<file path="config.mk">
export PLATFORM = sky130hd
export DESIGN_NAME = ram_port_arbiter
export DESIGN_NICKNAME = d
export VERILOG_FILES = /design/src/rtl/ram_ctrl_pkg.sv /design/src/rtl/rr_arb2.sv /design/src/rtl/ram_port_arbiter.sv
export SDC_FILE = /design/constraint.sdc
export NUM_CORES = 1
export LEC_CHECK = 0
export ABC_AREA = 1
export ABC_CLOCK_PERIOD_IN_PS = 1500
export BUFFER_PORTS_ARGS = -buffer_cell sky130_fd_sc_hd__buf_4
export CAP_MARGIN = 30
export CORE_MARGIN = 2
export CORE_UTILIZATION = 50
export CTS_BUF_LIST = sky130_fd_sc_hd__clkbuf_8 sky130_fd_sc_hd__clkbuf_16
export CTS_CLUSTER_DIAMETER = 30
export DETAILED_ROUTE_END_ITERATION = 8
export PLACE_DENSITY = 0.77
export SLEW_MARGIN = 40
export SYNTH_ARGS = -nofsm -noshare
export SYNTH_HDL_FRONTEND = slang
export SYNTH_SLANG_ARGS = --single-unit
</file>
<file path="constraint.sdc">
create_clock -name CLK -period 1.5 [get_ports CLK]
set_input_delay 0.225 -clock CLK [delete_from_list [all_inputs] [get_ports CLK]]
set_output_delay 0.225 -clock CLK [all_outputs]
set_load 0.005 [all_outputs]
</file>
<file path="src/rtl/ram_ctrl_pkg.sv">
// Shared definitions for the RAM command protocol: arbiter states and opcodes.
package ram_ctrl_pkg;

  typedef enum logic [2:0] {
    IDLE    = 3'd0,
    ADDR    = 3'd1,
    DATA    = 3'd2,
    WAIT_RD = 3'd3,
    DONE    = 3'd4
  } arb_state_e;

  localparam logic [1:0] CMD_WR_ADDR = 2'b00;
  localparam logic [1:0] CMD_WR_DATA = 2'b01;
  localparam logic [1:0] CMD_RD_ADDR = 2'b10;
  localparam logic [1:0] CMD_RD_DATA = 2'b11;

  // Build one 10-bit RAM command word {opcode, payload}.
  function automatic logic [9:0] make_cmd(input logic [1:0] op, input logic [7:0] payload);
    return {op, payload};
  endfunction

endpackage

</file>
<file path="src/rtl/rr_arb2.sv">
// Two-way round-robin grant: on a tie, the port that was not granted last wins.
module rr_arb2
  import ram_ctrl_pkg::*;
(
  input  logic [1:0] req,
  input  logic       last,
  output logic [1:0] gnt
);

  // One-hot grant from the request pair and last-grant pointer.
  always_comb begin
    gnt = 2'b00;
    case (req)
      2'b01:   gnt = 2'b01;
      2'b10:   gnt = 2'b10;
      2'b11:   gnt = last ? 2'b01 : 2'b10;
      default: gnt = 2'b00;
    endcase
  end

endmodule

</file>
<file path="src/rtl/ram_port_arbiter.sv">
// Arbitrates two requesters onto the single-port RAM, serialising each
// transaction into an address word and a data word, and returning read data.
module ram_port_arbiter
  import ram_ctrl_pkg::*;
#(
  parameter int ADDR_SIZE  = 8,
  parameter int RD_TIMEOUT = 4
) (
  input  logic                 CLK,
  input  logic                 rst,
  input  logic                 m0_req,
  input  logic                 m0_wr,
  input  logic [ADDR_SIZE-1:0] m0_addr,
  input  logic [7:0]           m0_wdata,
  output logic                 m0_done,
  output logic [7:0]           m0_rdata,
  output logic                 m0_err,
  input  logic                 m1_req,
  input  logic                 m1_wr,
  input  logic [ADDR_SIZE-1:0] m1_addr,
  input  logic [7:0]           m1_wdata,
  output logic                 m1_done,
  output logic [7:0]           m1_rdata,
  output logic                 m1_err,
  output logic [9:0]           ram_din,
  output logic                 ram_rx_valid,
  input  logic [7:0]           ram_dout,
  input  logic                 ram_tx_valid
);

  localparam int CNT_W = (RD_TIMEOUT < 1) ? 1 : $clog2(RD_TIMEOUT + 1);

  arb_state_e           state_q, state_d;
  logic                 last_q, last_d;
  logic                 sel_q, sel_d;
  logic                 wr_q, wr_d;
  logic [ADDR_SIZE-1:0] addr_q, addr_d;
  logic [7:0]           wdata_q, wdata_d;
  logic [CNT_W-1:0]     cnt_q, cnt_d;
  logic [7:0]           rd_data_q, rd_data_d;
  logic                 rd_err_q, rd_err_d;
  logic [9:0]           din_q, din_d;
  logic                 rxv_q, rxv_d;
  logic [1:0]           done_q, done_d;
  logic [1:0][7:0]      rdata_q, rdata_d;
  logic [1:0]           err_q, err_d;
  logic [1:0]           gnt;

  rr_arb2 u_arb (
    .req  ({m1_req, m0_req}),
    .last (last_q),
    .gnt  (gnt)
  );

  // Next-state, command formatting, timeout and response logic.
  always_comb begin
    state_d   = state_q;
    last_d    = last_q;
    sel_d     = sel_q;
    wr_d      = wr_q;
    addr_d    = addr_q;
    wdata_d   = wdata_q;
    cnt_d     = cnt_q;
    rd_data_d = rd_data_q;
    rd_err_d  = rd_err_q;
    din_d     = din_q;
    rxv_d     = 1'b0;
    done_d    = 2'b00;
    rdata_d   = rdata_q;
    err_d     = 2'b00;
    case (state_q)
      IDLE: begin
        if (gnt != 2'b00) begin
          sel_d   = gnt[1];
          wr_d    = gnt[1] ? m1_wr    : m0_wr;
          addr_d  = gnt[1] ? m1_addr  : m0_addr;
          wdata_d = gnt[1] ? m1_wdata : m0_wdata;
          state_d = ADDR;
        end
      end
      ADDR: begin
        din_d   = make_cmd(wr_q ? CMD_WR_ADDR : CMD_RD_ADDR, 8'(addr_q));
        rxv_d   = 1'b1;
        state_d = DATA;
      end
      DATA: begin
        din_d     = make_cmd(wr_q ? CMD_WR_DATA : CMD_RD_DATA, wr_q ? wdata_q : 8'h00);
        rxv_d     = 1'b1;
        rd_data_d = 8'h00;
        rd_err_d  = 1'b0;
        if (wr_q) begin
          state_d = DONE;
        end else begin
          cnt_d   = '0;
          state_d = WAIT_RD;
        end
      end
      WAIT_RD: begin
        if (ram_tx_valid) begin
          rd_data_d = ram_dout;
          state_d   = DONE;
        end else if (cnt_q == CNT_W'(RD_TIMEOUT)) begin
          rd_data_d = 8'h00;
          rd_err_d  = 1'b1;
          state_d   = DONE;
        end else begin
          cnt_d = cnt_q + CNT_W'(1);
        end
      end
      DONE: begin
        done_d[sel_q] = 1'b1;
        if (!wr_q) begin
          rdata_d[sel_q] = rd_data_q;
          err_d[sel_q]   = rd_err_q;
        end
        last_d  = sel_q;
        state_d = IDLE;
      end
      default: state_d = IDLE;
    endcase
  end

  // State and registered outputs, cleared by synchronous reset.
  always_ff @(posedge CLK) begin
    if (rst) begin
      state_q   <= IDLE;
      last_q    <= 1'b1;
      sel_q     <= 1'b0;
      wr_q      <= 1'b0;
      addr_q    <= '0;
      wdata_q   <= 8'h00;
      cnt_q     <= '0;
      rd_data_q <= 8'h00;
      rd_err_q  <= 1'b0;
      din_q     <= 10'h000;
      rxv_q     <= 1'b0;
      done_q    <= 2'b00;
      rdata_q   <= '0;
      err_q     <= 2'b00;
    end else begin
      state_q   <= state_d;
      last_q    <= last_d;
      sel_q     <= sel_d;
      wr_q      <= wr_d;
      addr_q    <= addr_d;
      wdata_q   <= wdata_d;
      cnt_q     <= cnt_d;
      rd_data_q <= rd_data_d;
      rd_err_q  <= rd_err_d;
      din_q     <= din_d;
      rxv_q     <= rxv_d;
      done_q    <= done_d;
      rdata_q   <= rdata_d;
      err_q     <= err_d;
    end
  end

  assign ram_din      = din_q;
  assign ram_rx_valid = rxv_q;
  assign m0_done      = done_q[0];
  assign m1_done      = done_q[1];
  assign m0_rdata     = rdata_q[0];
  assign m1_rdata     = rdata_q[1];
  assign m0_err       = err_q[0];
  assign m1_err       = err_q[1];

endmodule

</file>
After elaboration in Yosys (flattened, before gate mapping)
Cells that the tools add are included.
Operators by class
  add/sub/neg operators: 1
  order comparisons: 2
  eq/ne operators: 14
  mux-type cells: 30
  bitwise operators: 3
  reduce and logical (&&, ||, !) cells: 14
Operators by type and width (number)
  8-bit 2-to-1 mux: 6
  3-bit 2-to-1 mux: 7
  10-bit one-hot mux with 2 select lines: 1
  16-bit bitwise mux: 1
  8-bit one-hot mux with 2 select lines: 1
  3-bit one-hot mux with 4 select lines: 1
  2-bit != test (second input constant): 5
  8-bit demux with 1-bit select: 1
  2-bit AND reduction: 4
  3-bit by 2-bit equality test with 1-bit output (second input constant): 2
  3-bit equality test (second input constant): 2
  2-bit 2-to-1 mux: 3
  2-bit one-hot mux with 3 select lines: 1
  3-bit one-hot mux with 2 select lines: 1
  2-bit nonzero test: 3
  1-bit 2-to-1 mux: 5
  2-bit equality test (second input constant): 2
  4-bit AND reduction: 1
  2-bit OR reduction: 2
  3-bit by 1-bit adder with 3-bit output (second input constant): 1
  3-bit by 1-bit equality test with 1-bit output (second input constant): 1
  3-bit zero test: 1
  3-bit != test (second input constant): 1
  3-bit AND reduction: 1
  9 further kinds: 10
Storage, ports and cells
  register bits: 65
  input port bits: 47
  word-level logic and storage cells: 79

Logic depth before layout (Yosys ltp)
  depth after elaboration: 5
  mapped depth: 9

Hierarchy
From an unflattened synthesis, not the netlist that was laid out.
Second synthesis, totals
  cell total of the unflattened synthesis: 381
  area total of the unflattened synthesis: 2851.5 µm²
By module, submodules not included
  ram_port_arbiter: times used 1, cells each 376, area an instance 2830.2 µm², seq. area each 1301.2 µm²
  rr_arb2: times used 1, cells each 5, area an instance 21.3 µm², seq. area each 0.0 µm²

Least setup slack after synthesis
OpenSTA, ideal clock, no wires.
  kind: register to register
  from: reg state_q[2]
  to: reg rdata_q, in the netlist m0_rdata[7]
  library setup time: 0.116 ns
  arrival time: 1.175 ns
  path slack: 0.208 ns
  stages on the path, launching flop included: 7
  cell sequence: dfxtp_1 inv_2 nor3_4 nand3_2 buf_6 o21ai_1 a21oi_1
On the way
  longest elaborated chain between the ends: 2
Ends and longest elaborated chain
  from (decl): line ram_port_arbiter.sv:33  | arb_state_e state_q, state_d;
  from (signal assigned): line ram_port_arbiter.sv:141  | state_q <= state_d;
  3-bit equality test: line ram_port_arbiter.sv:71  | case (state_q)
  2-bit AND reduction (no line)
  to (signal assigned): line ram_port_arbiter.sv:153  | rdata_q <= rdata_d;
  to (decl): line ram_port_arbiter.sv:45  | logic [1:0][7:0] rdata_q, rdata_d;
No other way between the ends.
A chain may end at the register's enable or synchronous reset.

Worst setup path in the final report
  from: reg state_q[1]
  to: reg rdata_q, in the netlist m1_rdata[1]
The elaborated chain is that of the path after synthesis.

==> Implementation_results.wiki <==
{| class="wikitable"
! Metric !! Value
|-
| Switching power share of the total || 0.308
|-
| Setup repair after global routing missed its margin || yes
|-
| Chip Height || slightly below 80 µm
|-
| Post-synthesis cell type count || 29
|-
| Antenna violations before repair || 0
|-
| Startpoint of the most critical setup path || state_q[1]
|-
| Starting density of the core || 0.511
|-
| Drt wl/cell || 11.7 µm
|-
| Post-Synthesis Net Count || 418
|-
| Number of antenna-violating nets in the routed design || 0
|-
| Highest achievable clock rate || 714 MHz
|-
| Required @ worst endpoint || 1.71 ns
|-
| Max-slew headroom || 0.790
|-
| I/O pin cnt || 78
|-
| Switching power || 1.60 mW
|-
| CTS buffer count || 9
|-
| Area share of the leading cell type in the synthesized netlist || 0.471
|-
| H-tree Lvls || 3
|-
| First-pass GRT wire length || 10.4 mm
|-
| DR vias || approximately 2.6k
|-
| Origin of the critical flop-to-flop path || state_q[1]
|-
| DRC violation total after the first TritonRoute iteration || 111
|-
| Final Cycle Share || 0.934
|-
| CTS Sinks || 65
|-
| Flops & latches, synth || 65
|-
| HPWL after detailed placement || 4.57 mm
|-
| Global placer's final weighted congestion || 0.791
|-
| Maximum number of pins on one net before global-route repair || 36
|-
| Final count of negative-setup-slack endpoints || 0
|-
| Post-Syn Instances || 369
|-
| Ys Warns || 0
|-
| Die X || 78.3 µm
|-
| Total count of hold-check failures in the final report || 0
|-
| Post-synth ARST share || 0
|-
| Via count of the first global-routing pass || 2422
|-
| Hold Slack || roughly 0.15 ns
|-
| Number of detailed-route iterations in the first pass || 4
|-
| Latest clock arrival within the worst-skew pair || 0.33 ns
|-
| Vias per std cell || 4.91
|-
| Synth Area per Inst || 7.48 µm²
|-
| Top cells by instance count after synthesis || 91 x nand2_1, 65 x dfxtp_1, 55 x a21oi_1, 48 x o21ai_0, 44 x inv_1
|-
| Total count of max-transition violations in the final report || 0
|-
| Sequential cell area fraction in the yosys report || 0.471
|-
| Root Buffer Master || clkbuf_8
|-
| Most common flop cell mapped by yosys || dfxtp_1
|-
| Area of the mapped netlist || 0.00276 mm²
|-
| Aggregate routed wire length || 6.16 mm
|-
| Post-route DRC violation count || 0
|-
| TritonCTS clock tree || built
|-
| Most frequent cell after synthesis || nand2_1
|-
| Worst Skew || between 0.009 and 0.01 ns
|-
| Setup slack on the worst flop-to-flop path || 0.1 ns
|-
| Sequential cell fraction of total power || 0.427
|-
| Category of the most critical setup path || reg2reg
|-
| Source of the worst hold timing path || ram_dout[5]
|-
| Worst vdd ir || 0.000714 V
|-
| Power share of the clock group || 0.304
|-
| Layout Area Growth over Synthesis || 31.4%
|-
| Post-layout min period || 1.40 ns
|-
| Pint || 3.58 mW
|-
| Grt ovf || 0
|-
| Clock transition at path regs || 0.07 ns
|-
| Area leader, netlist || dfxtp_1
|-
| Area of the die || around 0.0061 mm²
|-
| Combinational Power Share || 0.269
|-
| Worst hold path class || in2reg
|-
| Biggest fanout along the worst timing path || 17
|-
| Dpl cells || 511
|-
| Overall fraction of global-route tracks in use || 0.216
|-
| Share of cells above drive strength 1 || 0.264
|-
| Finished Layout Cells || 526
|-
| Filler instances || 481
|-
| Cell Pwr Density || between 1000 and 1500 mW/mm²
|-
| Number of nets in the final layout || 499
|-
| Cell Rows || 27
|-
| Startpoint types || register
|-
| Count of port buffers added during placement || 77
|-
| Data arrival time of the critical path || about 1.6 ns
|-
| Leakage power || 1.57 nW
|-
| Diode insertion count for antenna repair || 0
|-
| Outcome || complete, no violations
|-
| Max_cap viols || 0
|-
| Critical Path Sink Type || register
|-
| Largest buffer count on any clock path || 2
|-
| Tightest Pin Transition || 0.315 ns
|-
| Number of enable flip-flop cells after synthesis || 0
|-
| Core outline area || 0.00541 mm²
|-
| Top cells by area in the synthesized netlist || dfxtp_1 47%, nand2_1 12%, a21oi_1 10%
|}
-- metrics by stage --
stage | setup slack [ns] | util | total power [mW] | TNS [ns] | area, µm²
after floorplan | 0.208 | - | 3.08 | 0 | 2760
after global placement | 0.0932 | 0.632 | 3.59 | 0 | 3410
after detailed placement | 0.0351 | 0.632 | 3.64 | 0 | 3410
after CTS | 0.0275 | 0.671 | 5.19 | 0 | 3620
after global routing | -0.0251 | 0.671 | 5.52 | -0.0403 | 3630
final | 0.0985 | 0.671 | 5.18 | 0 | 3630
-- power by group through the flow --
stage	logic (mW)	registers (mW)	clock network [mW]
CTS	1.40	2.21	1.58
floorplan	0.866	2.22	0
finish	1.39	2.21	1.57
detailed placement	1.40	2.24	0
global route	1.60	2.24	1.67
global placement	1.36	2.24	0
-- path summary, 6_finish.rpt --
check,end,cells past startpoint
setup / recovery,m1_rdata[1],4
hold / removal,rd_data_q[5],3
setup reg to reg,m1_rdata[1],4
hold reg to reg,m1_rdata[3],2
-- worst max-delay path: stages (launching register included) --
cell and delay [ns]:
dfxtp_2 0.38, nor3_4 0.25, nand3_2 0.31, o21ai_0 0.28, a21oi_1 0.06
-- what timing repair did --
action                     in CTS  in global routing
setup endpoints to repair       0                 36
hold endpoints to repair        0                  0
hold buffers                    0                  0
buffers inserted                0                  0
resized for setup               0                  2
-- per-layer routing --
metal / wire (µm) / global-route usage
met1: 2640 / 0.252
met4: 95 / 0.0825
met5: 0 / 0
met3: 365 / 0.0563
met2: 3060 / 0.378
-- flip-flops by register name (all words and copies together) (netlist names), 3 cells and up --
signal and flops:
cnt_q 3, wdata_q 8, addr_q 8, rd_data_q 8
ram_din 10, m0_rdata 8, state_q 3, m1_rdata 8
-- cell type report --
cell class	count	area [µm²]	share of cell area
flip-flops and latches	65	1300	0.359
inverters	47	176	0.0486
clock buffers	10	138	0.0379
well taps	72	90.1	0.0248
multi-input cells	241	1190	0.328
clock inverters	5	72.6	0.0200
repair buffers	86	658	0.181
-- cell families after synthesis --
kind of cell | count (synthesis) | synth area share
xor+xnor | 1 | 0.00317
simple gates | 130 | 0.219
buf+inv | 63 | 0.0983
flops | 65 | 0.471
fa+ha+maj | 2 | 0.00906
compound gates | 108 | 0.199
-- cell usage in the layout (no fill, tap or decap) --
master,Yosys,layout
o21ai_2,1,1
nor3_1,4,4
buf_12,0,1
nand3_1,9,9
nor3_4,2,2
nand2_4,2,2
a21oi_2,1,1
inv_2,3,3
o21ai_1,2,2
o21ai_0,48,48
dfxtp_1,65,63
clkbuf_8,0,10
bufinv_16,0,2
nor2_2,1,1
nand4_1,1,1
a21oi_1,55,55
clkinv_2,0,1
nor2_1,9,9
nand3b_1,2,2
nand3_2,3,3
buf_4,2,85
inv_1,44,46
nand2_1,91,91
ha_1,2,2
a31oi_1,1,1
dfxtp_2,0,2
nand2_2,3,3
xnor2_1,1,1
nor2_4,3,3
Note: power is estimated with default switching activity, not from simulation.
